[src/rtl/cones_pkg.sv]
// cones_pkg: shared defaults and count-width helper for the cones pipeline
package cones_pkg;
   localparam int DEF_WIDTH = 1;
   localparam int DEF_DEPTH = 2;
   function automatic int count_w(input int depth);
      return $clog2(depth + 1);
   endfunction
endpackage

[src/rtl/cones_stage.sv]
// cones_stage: one valid/data register of the pipeline, optionally storing the inverse of its input
module cones_stage #(
   parameter int   WIDTH  = 1,
   parameter logic INVERT = 1'b1
) (
   input  logic             clk,
   input  logic             rst_n,
   input  logic             flush_i,
   input  logic             ready_i,
   input  logic             valid_i,
   input  logic [WIDTH-1:0] data_i,
   output logic             valid_o,
   output logic [WIDTH-1:0] data_o
);
   logic             valid_q, valid_d;
   logic [WIDTH-1:0] data_q, data_d;
   // a ready stage takes whatever is offered (possibly a bubble); flush empties it but leaves data alone
   always_comb begin
      valid_d = flush_i ? 1'b0 : (ready_i ? valid_i : valid_q);
      data_d  = (!flush_i && ready_i && valid_i) ? (INVERT ? ~data_i : data_i) : data_q;
   end
   // stage register, cleared asynchronously
   always_ff @(posedge clk or negedge rst_n) begin
      if (!rst_n) begin
         valid_q <= 1'b0;
         data_q  <= '0;
      end else begin
         valid_q <= valid_d;
         data_q  <= data_d;
      end
   end
   assign valid_o = valid_q;
   assign data_o  = data_q;
endmodule

[src/rtl/cones_pipe.sv]
// cones_pipe: elastic register pipeline with per-stage inversion, flush and occupancy count
module cones_pipe import cones_pkg::*; #(
   parameter int               WIDTH       = DEF_WIDTH,
   parameter int               DEPTH       = DEF_DEPTH,
   parameter logic [DEPTH-1:0] INVERT_MASK = '1
) (
   input  logic                      clk,
   input  logic                      rst_n,
   input  logic                      in_valid,
   input  logic [WIDTH-1:0]          in_data,
   output logic                      in_ready,
   output logic                      out_valid,
   output logic [WIDTH-1:0]          out_data,
   input  logic                      out_ready,
   input  logic                      flush,
   output logic [count_w(DEPTH)-1:0] count
);
   localparam int CW = count_w(DEPTH);
   logic [DEPTH-1:0] ready, valid, vin;
   logic [WIDTH-1:0] data [DEPTH];
   logic [WIDTH-1:0] din  [DEPTH];
   logic [CW-1:0]    count_q, count_d;
   logic             acc, emit;
   genvar g;
   generate
      for (g = 0; g < DEPTH; g++) begin : g_st
         // a stage can take an item when out_ready or any stage from here to the end is empty
         assign ready[g] = out_ready || !(&valid[DEPTH-1:g]);
         if (g == 0) begin : g_head
            assign vin[g] = in_valid;
            assign din[g] = in_data;
         end else begin : g_body
            assign vin[g] = valid[g-1];
            assign din[g] = data[g-1];
         end
         cones_stage #(.WIDTH(WIDTH), .INVERT(INVERT_MASK[g])) u_stage (
            .clk(clk), .rst_n(rst_n), .flush_i(flush), .ready_i(ready[g]),
            .valid_i(vin[g]), .data_i(din[g]), .valid_o(valid[g]), .data_o(data[g])
         );
      end
   endgenerate
   assign in_ready  = ready[0] && !flush;
   assign out_valid = valid[DEPTH-1];
   assign out_data  = data[DEPTH-1];
   assign acc       = in_valid && in_ready;
   assign emit      = out_valid && out_ready;
   // occupancy tracks accepts minus emits; flush empties the pipe
   always_comb count_d = flush ? '0 : count_q + CW'(acc) - CW'(emit);
   // occupancy register, cleared asynchronously
   always_ff @(posedge clk or negedge rst_n) begin
      if (!rst_n) count_q <= '0;
      else        count_q <= count_d;
   end
   assign count = count_q;
endmodule

[config.mk]
export PLATFORM = sky130hd
export DESIGN_NAME = cones_pipe
export DESIGN_NICKNAME = d
export VERILOG_FILES = /design/src/rtl/cones_pkg.sv /design/src/rtl/cones_stage.sv /design/src/rtl/cones_pipe.sv
export SDC_FILE = /design/constraint.sdc
export NUM_CORES = 1
export LEC_CHECK = 0
export BUFFER_PORTS_ARGS = -buffer_cell sky130_fd_sc_hd__buf_2
export CAP_MARGIN = 40
export CORE_AREA = 2 2 39 41
export DETAILED_ROUTE_END_ITERATION = 12
export DIE_AREA = 0 0 41 43
export GPL_ROUTABILITY_DRIVEN = 0
export PLACE_DENSITY = 0.49
export RECOVER_POWER = 25
export SYNTH_ARGS = -nofsm -noshare
export SYNTH_HDL_FRONTEND = slang
export SYNTH_HIERARCHICAL = 1
export SYNTH_SLANG_ARGS = --single-unit
[constraint.sdc]
create_clock -name clk -period 1.92 [get_ports clk]
set_clock_uncertainty 0.2 [all_clocks]
set_input_delay 0.096 -clock clk [delete_from_list [all_inputs] [get_ports clk]]
set_output_delay 0.096 -clock clk [all_outputs]
set_load 0.02 [all_outputs]
==> qor.csv <==
stage;metric;value;unit
run_status;run_status;finished, final reports clean;
power;powerDensity;751.0;mW/mm²
placed_design;io_buffers;10;
routing;first_pass_iters;3;
clocking;cts_buffers;3;
die;start_util;0.2278;
worst_setup_path;cp-end-kind;register;
sta;max_slew.worst_pin.slew;332.3;ps
sta;slew_headroom;0.7784;
hold_path;min_path_type;in -> async;
yosys;syn_inst;27;
flow_run;cap_violations;0;
clocking;tritoncts;yes;
power;p_leak;0.2542;nW
global_routing;grt_max_degree;9;
worst_setup_path;reg2reg_to;count[1];
power;switching_share;0.2609;
finish;area.growth.synth_to_final;44.84;%
global_routing;grt_pass1_vias;225;
sta;period_share;0.9078;
worst_setup_path;worstPathArrival;1670;ps
power;pwr-share-seq;0.440;
die;rows;14;
global_routing;gr-total-overflow;0;
placed_design;place_hpwl;411.7;µm
yosys;synth_top_area_cell;dfrtp_1;
die;core;0.001384;mm²
finish;fin_util;0.3300;
yosys;ys_ff_latch;6;
die;fp.dieArea;0.001763;mm²
clocking;cts_setup_buffers;0;
power;intPower;0.2535;mW
yosys;ys.flop_type;dfrtp_1;
routing;finalWirelength;529;µm
finish;n_antenna_cell;0;
worst_setup_path;cp_slowest_cell;dlygate4sd3_1;
sta;whs;66.13;ps
yosys;yosysWarnings;6;
power;p_clk_frac;0.327;
yosys;synthTopCellsByCount;6 x dfrtp_1, 4 x mux2i_1, 4 x nand3b_1, 3 x inv_1, 3 x nor2_1;
global_routing;grt_usage;0.07265;
yosys;synth_cell_types;10;
worst_setup_path;crit_path_frequent_cell;ha_1;
power;p_switching;0.08948;mW
sta;slew_violations;0;
clocking;clkSinkCount;6;
clocking;clkSlewWorstSetupHoldPaths;40;ps
sta;hold_viol_final;0;
worst_setup_path;start_kind;primary input;
clocking;cts_root_buf;clkbuf_4;
yosys;synthTopCellsByArea;dfrtp_1 48%, mux2i_1 13%, nand3b_1 9.5%, ha_1 7.9%, xnor3_1 7.1%;
yosys;netlist.area_leader.share;0.4762;
sta;rsz0062_at_grt;no;
clocking;clockBufferDepth;2;
global_routing;grt_antenna_before_repair;0;
sta;period_needed;1743;ps
clocking;insertion_delay;240;ps
sta;setup_violations;0;
finish;fillers;147;
worst_setup_path;path_cells;dlygate4sd3_1 > buf_2 > nand3b_1 > ha_1 > inv_1 > ha_1 > xnor3_1 > nor2_1;
sta;timing.fmax;573.7;MHz
finish;nNetsFinal;55;
routing;num_vias;249;
worst_setup_path;r2r_slack;210;ps
yosys;syn_area;315.3;µm²
yosys;async_flop_share;1.000;
finish;drive_gt1_frac;0.2667;
yosys;yosysMostFrequentCell;dfrtp_1;
worst_setup_path;crit_type;in -> reg;
worst_setup_path;cp.required;1840;ps
worst_setup_path;critPathMaxFanout;8;
die;io_pins;11;
yosys;synth_edf_count;0;
die;die_y;43;µm
worst_setup_path;cpPeakStageDelay;530;ps
sta;finalSetupTns;0;ps
power;pwr-share-comb;0.233;
worst_setup_path;rr_startpoint;g_st[1].u_stage/valid_o;
yosys;synth_area_per_cell;11.68;µm²
yosys;seq_area_frac_synth;0.4762;
routing;drc;0;
routing;wl_per_cell;8.672;µm
routing;via_per_inst;4.082;
clocking;htreeDepth;1;
global_routing;grt_first_pass_wirelength;821;µm
yosys;syn-num-nets;35;
power;ir_worst_vdd;181.1;µV
die;die_width;41;µm
worst_setup_path;r2r_cells;7;
routing;drt-initial-drc-count;2;
routing;antenna_left;0;
## area by class of cell
class,instances,area [µm²],share of cell area
inverter,3,11.26,0.02466
sequential,6,150.1,0.3288
multi-input combinational,18,153.9,0.3370
timing repair buffer,15,98.84,0.2164
clock buffer,3,22.52,0.04932
tap,16,20.02,0.04384
## through the flow
step / cell area [µm²] / worst slack, ps / total power [mW] / std cells
final: 456.7 / 177.0 / 0.3430 / 61
after floorplan: 315.3 / 195.3 / 0.1969 / 27
after detailed placement: 385.4 / 209.6 / 0.2244 / 53
after global placement: 385.4 / 211.0 / 0.2232 / 53
after CTS: 457.9 / 171.7 / 0.3517 / 61
after global routing: 456.7 / 97.23 / 0.3692 / 61
## sequential cells by signal (all words and copies together), names as in the netlist
register	count
count	2
g_st.u_stage/data_o	2
g_st.u_stage/valid_o	2
## how the worst max path moves through the flow
stage / from / to / slack [ps]
after CTS: flush / count[1] / 170
after global routing: flush / count[1] / 100
after global placement: g_st[1].u_stage/valid_o / count[1] / 210
after detailed placement: g_st[1].u_stage/valid_o / count[1] / 210
final: flush / count[1] / 180
after floorplan: g_st[1].u_stage/valid_o / count[1] / 200
## kinds of logic after synthesis
logic type,after synthesis,synth area share
and+or+nand+nor,11,0.2103
DFF,6,0.4762
muxes,4,0.1270
buffers and inverters,3,0.03571
adders and majority gates,2,0.07935
xor gates and xnor gates,1,0.07142
## cells in the final DEF, fill, tap and decap left out
cell / netlist / final
dlygate4sd3_1: 0 / 5
clkbuf_4: 0 / 3
nor2_1: 3 / 3
nand2b_1: 1 / 1
nand3b_1: 4 / 4
buf_2: 0 / 9
clkbuf_1: 0 / 1
nor2b_1: 2 / 2
xnor3_1: 1 / 1
and2_1: 1 / 1
inv_1: 3 / 3
dfrtp_1: 6 / 6
ha_1: 2 / 2
mux2i_1: 4 / 4
## power groups by stage
stage	registers, mW	clock network (mW)	logic [mW]
3_3_place_gp	0.153	0	0.0706
6_report	0.151	0.112	0.0800
5_1_grt	0.154	0.127	0.0878
3_5_place_dp	0.153	0	0.0713
4_1_cts	0.151	0.118	0.0821
2_1_floorplan	0.167	0	0.0295
## timing repair
| item | in CTS | in global routing |
|---|---|---|
| hold endpoints to repair | 11 | 0 |
| resized for setup | 0 | 0 |
| hold buffers | 5 | 0 |
## critical path: cells and delay by family
kind,cells,cell delay [ps]
xor gates and xnor gates,1,190
adders and majority gates,2,450
buffers and inverters,3,730
and+or+nand+nor,2,200
## routing by layer
metal	vias up	wire, µm	track usage
li1	126	-	-
met1	117	267	0.08497
met2	6	224	0.09688
met3	0	37	0.03141
met4	0	0	0.06000
met5	-	0	0
No activity file was read; power rests on OpenSTA's default activity.
